[config.mk]
export PLATFORM = sky130hd
export DESIGN_NAME = uart_array_tx
export DESIGN_NICKNAME = d
export VERILOG_FILES = /design/src/rtl/uart_array_tx.sv
export SDC_FILE = /design/constraint.sdc
export NUM_CORES = 1
export LEC_CHECK = 0
export BUFFER_PORTS_ARGS = -buffer_cell sky130_fd_sc_hd__buf_2
export CORE_ASPECT_RATIO = 0.7
export CORE_MARGIN = 8
export CORE_UTILIZATION = 50
export CTS_BUF_LIST = sky130_fd_sc_hd__clkbuf_4 sky130_fd_sc_hd__clkbuf_8
export DETAILED_ROUTE_END_ITERATION = 10
export PLACE_DENSITY = 0.74
export RECOVER_POWER = 25
export SYNTH_ARGS = -nofsm -noshare
export SYNTH_HDL_FRONTEND = slang
export SYNTH_SLANG_ARGS = --single-unit
[constraint.sdc]
create_clock -name clk -period 3.32 [get_ports clk]
set_input_delay 0.166 -clock clk [delete_from_list [all_inputs] [get_ports clk]]
set_output_delay 0.166 -clock clk [all_outputs]
set_load 0.1 [all_outputs]
[src/rtl/uart_array_tx.sv]
// UART transmitter for a latched byte array: NUM_BYTES back-to-back
// 8N1 frames, byte 0 first, LSB first, with busy/done status.
module uart_array_tx #(
   parameter int CLKS_PER_BIT = 868,
   parameter int NUM_BYTES    = 8
) (
   input  logic                   clk,
   input  logic                   rst,
   input  logic [8*NUM_BYTES-1:0] sorted_array,
   input  logic                   array_is_sorted,
   output logic                   tx,
   output logic                   tx_busy,
   output logic                   tx_done
);

   localparam int BW = $clog2(CLKS_PER_BIT);
   localparam int YW = (NUM_BYTES > 1) ? $clog2(NUM_BYTES) : 1;
   localparam logic [BW-1:0] BAUD_LAST = BW'(CLKS_PER_BIT - 1);
   localparam logic [YW-1:0] BYTE_LAST = YW'(NUM_BYTES - 1);

   typedef enum logic [1:0] {
      S_IDLE,
      S_START,
      S_DATA,
      S_STOP
   } state_t;

   state_t                      state_q, state_d;
   logic [BW-1:0]               baud_q, baud_d;
   logic [2:0]                  bit_q, bit_d;
   logic [YW-1:0]               byte_q, byte_d;
   logic [NUM_BYTES-1:0][7:0]   buf_q, buf_d;
   logic                        tx_q, tx_d;
   logic                        busy_q, busy_d;
   logic                        done_q, done_d;
   logic                        bit_end;
   logic [2:0]                  nxt_bit;

   always_comb begin
      state_d = state_q;
      baud_d  = baud_q;
      bit_d   = bit_q;
      byte_d  = byte_q;
      buf_d   = buf_q;
      tx_d    = tx_q;
      busy_d  = busy_q;
      done_d  = 1'b0;
      bit_end = (baud_q == BAUD_LAST);
      nxt_bit = bit_q + 3'd1;

      if (state_q != S_IDLE) begin
         baud_d = bit_end ? '0 : baud_q + 1'b1;
      end

      // tx is computed one cycle ahead so the pin comes straight from a flop
      unique case (state_q)
         S_IDLE: begin
            tx_d   = 1'b1;
            busy_d = 1'b0;
            if (array_is_sorted) begin
               buf_d   = sorted_array;
               byte_d  = '0;
               baud_d  = '0;
               state_d = S_START;
               tx_d    = 1'b0;
               busy_d  = 1'b1;
            end
         end
         S_START: begin
            if (bit_end) begin
               state_d = S_DATA;
               bit_d   = '0;
               tx_d    = buf_q[byte_q][0];
            end
         end
         S_DATA: begin
            if (bit_end) begin
               if (bit_q == 3'd7) begin
                  state_d = S_STOP;
                  bit_d   = '0;
                  tx_d    = 1'b1;
               end else begin
                  bit_d = nxt_bit;
                  tx_d  = buf_q[byte_q][nxt_bit];
               end
            end
         end
         S_STOP: begin
            if (bit_end) begin
               if (byte_q != BYTE_LAST) begin
                  byte_d  = byte_q + 1'b1;
                  state_d = S_START;
                  tx_d    = 1'b0;
               end else begin
                  state_d = S_IDLE;
                  tx_d    = 1'b1;
                  busy_d  = 1'b0;
                  done_d  = 1'b1;
               end
            end
         end
         default: state_d = S_IDLE;
      endcase
   end

   always_ff @(posedge clk or posedge rst) begin
      if (rst) begin
         state_q <= S_IDLE;
         baud_q  <= '0;
         bit_q   <= '0;
         byte_q  <= '0;
         buf_q   <= '0;
         tx_q    <= 1'b1;
         busy_q  <= 1'b0;
         done_q  <= 1'b0;
      end else begin
         state_q <= state_d;
         baud_q  <= baud_d;
         bit_q   <= bit_d;
         byte_q  <= byte_d;
         buf_q   <= buf_d;
         tx_q    <= tx_d;
         busy_q  <= busy_d;
         done_q  <= done_d;
      end
   end

   assign tx      = tx_q;
   assign tx_busy = busy_q;
   assign tx_done = done_q;

endmodule

==> flow_summary.toml <==
[status]
status = "finished with violations"
violations = "max-capacitance violations, max-slew violations"

[logic_synthesis]
synth-edff-count = 0
syn-instance-count = 326
synth_area_leader_cell = "dfrtp_1"
ys_async_sr_fraction = 1.00
syn_avg_cell_area_um2 = 12.7
yosys_warnings = 0
ys_seq_elements = 85
yosysTopAreaCellShare = 0.509
ys_seq_area_frac = 0.515
yosys_most_used_dff = "dfrtp_1"
syn_nets = 402
synthTopCellsByArea = "dfrtp_1 (51%), mux2_2 (18%), mux2i_1 (4.8%)"
synthDistinctLibCells = 43
netlist_area_mm2 = 0.00413

[power_and_ir_drop]
powerDensity_mw_per_mm2 = 382
ir_drop_mv = 0.297
p_leak_nw = 2.32
power_w = 0.00182

[routing]
drc = 0
met2_length_um = 3560
wl_met1_um = 4460
finalWirelength_um = 8790
post_drt_wl_per_cell_um = 17.6
vias_per_cell = 5.58
antenna_violating_nets_post_route = 0
dr_wl_met3_um = 670
vias = 2782
drtIter0Drc = 234
routed.top_layer = "met4"
firstDrtPassIters = 4

[cells_and_area]
drive_above_1_share = 0.407
num_antenna_cells = 0
fillCellCount = 674
synthToLayoutAreaGrowth_pct = 15.3
nNetsFinal = 469

[timing]
hold_ws_ns = 0.0273
post-route-min-period_ns = 2.22
max_freq_ghz = 0.450
max_slew_margin = -0.913
slew_viol_final = 67
rsz0062_at_grt = "false"
period_share = 0.669
skew_ns = 0.00760
hold_viol = 0
tightest_slew_ns = 2.85
finalSetupTns_ns = 0
setup-violations-final = 0

[cts]
ctsHtreeMaxLevel = 3
tritoncts = "yes"
cts-resized-gates = 0
cts_root_buf = "clkbuf_8"
clk_latency_ns = 0.36
ctsHoldBuffers = 0
clock-sinks = 85
cts_buffer_depth = 2
path_clk_slew_ns = 0.08
numCtsBuffers = 9
cts_setup_buffers = 0

[placement]
buffer_ports.inserted = 69
dp_hpwl_um = 6430
place_congestion = 0.938

[die]
start_util = 0.521
die_y_um = 92.1
dieWidth_um = 125
die-area_mm2 = 0.0115
io_pins = 70
core_mm2 = 0.00794
row_count = 27

[setup_path]
arrival_ns = 2.49
path_max_fanout = 12
worstSetupPathType = "register to register"
start_kind = "register"
setup.worst_path.end_class = "register"
required_ns = 3.59

[global_route]
grt_pass1_wl_um = 15000
first_global_vias = 2897
antenna_found_initial = 0
gr-total-overflow = 0
gr-usage-all-layers = 0.162
grt_max_degree = 67

[hold_path]
hold_class = "input pin to register"

[run]
maxCapViolations = 1
-- power by group --
group          switching (W)  internal [W]
registers                  0       0.00103
logic              0.0000318     0.0000285
clock network       0.000355      0.000371
total               0.000387       0.00143
-- per-stage QoR --
stage / cells / cell area, µm² / utilization / setup WS [ns]
floorplan: 326 / 4130 / - / 0.962
global placement: 483 / 4570 / 0.575 / 1.20
detailed placement: 483 / 4570 / 0.575 / 1.14
CTS: 499 / 4760 / 0.600 / 1.12
global route: 499 / 4760 / 0.600 / 0.889
finish: 499 / 4760 / 0.600 / 1.10
-- state kept, by name (all words and copies together) (netlist names) --
signal / cells
baud_q: 10
bit_q: 3
buf_q: 64
byte_q: 3
state_q: 2
tx: 1
tx_busy: 1
tx_done: 1
-- path summary, 6_finish.rpt --
check	startpoint	to	slack (ns)	depth (start not counted)
worst max-delay path	bit_q[0]	tx	1.10	8
worst min-delay path	sorted_array[10]	buf_q[10]	0.03	2
worst max register to register	bit_q[0]	tx	1.10	8
worst min register to register	buf_q[62]	buf_q[62]	0.51	1
max in group asynchronous	rst	state_q[1]	1.44	2
min in group asynchronous	rst	baud_q[9]	0.60	2
-- worst max-delay path: stages (launching register included) --
cell and delay [ns]:
dfrtp_1 0.53, ha_1 0.27, ha_1 0.35, inv_1 0.10, a2111oi_0 0.31, a31oi_1 0.16, o41ai_1 0.09, a311oi_1 0.11
o31ai_1 0.21
-- cells in the final DEF (no fill, tap or decap), drive strengths merged, types with 4 or more instances in the layout --
cell	n
nand4	4
buf	73
o31ai	6
clkbuf	11
nand3	11
and3	4
a22oi	5
a2111oi	4
o21ai	14
mux2	67
a21oi	5
clkinv	4
mux2i	20
nor2b	5
nand2b	8
nor2	10
nand2	18
inv	6
dfrtp	84
ha	9
mux4	7
-- cells in the mapped netlist, types with 2 or more instances --
cell type and count:
a2111oi_0 4, a21oi_1 5, a22o_1 2, a22oi_1 5, and2_1 2, and3_1 4, buf_2 2, buf_4 2
clkbuf_1 12, dfrtp_1 84, ha_1 9, inv_1 6, mux2_1 2, mux2_2 65, mux2i_1 20, mux4_1 4
mux4_2 3, nand2_1 18, nand2b_1 8, nand3_1 11, nand4_1 4, nor2_1 10, nor2b_1 5, o21ai_0 2
o21ai_1 12, o31ai_1 6, o41ai_1 2, or3_1 2
-- area by class of cell --
type	count	area [µm²]	share of cell area
Clock buffer	11	145	0.0305
Sequential cell	85	2130	0.447
Inverter	7	27.5	0.00578
Timing Repair Buffer	73	388	0.0814
Multi-Input combinational cell	217	1900	0.398
Clock inverter	5	50.0	0.0105
Tap cell	101	126	0.0265
-- kinds of logic (layout without fill, tap and decap cells) --
kind of cell,count (synthesis),in the layout,share of synthesized area
multiplexers,94,94,0.273
flip-flops,85,85,0.515
AND/OR/NAND/NOR,68,68,0.0839
AO/OA/AOI/OAI,45,45,0.0730
buffers and inverters,24,96,0.0260
adder cells (fa/ha/maj),9,9,0.0272
XOR/XNOR,1,1,0.00212
-- layer usage --
| metal | track usage | vias to the layer above |
|---|---|---|
| met1 | 0.227 | 1349 |
| met2 | 0.218 | 88 |
| li1 | - | 1334 |
| met3 | 0.0661 | 11 |
| met5 | 0 | - |
| met4 | 0.0589 | 0 |
Note: power is estimated with default switching activity, not from simulation.
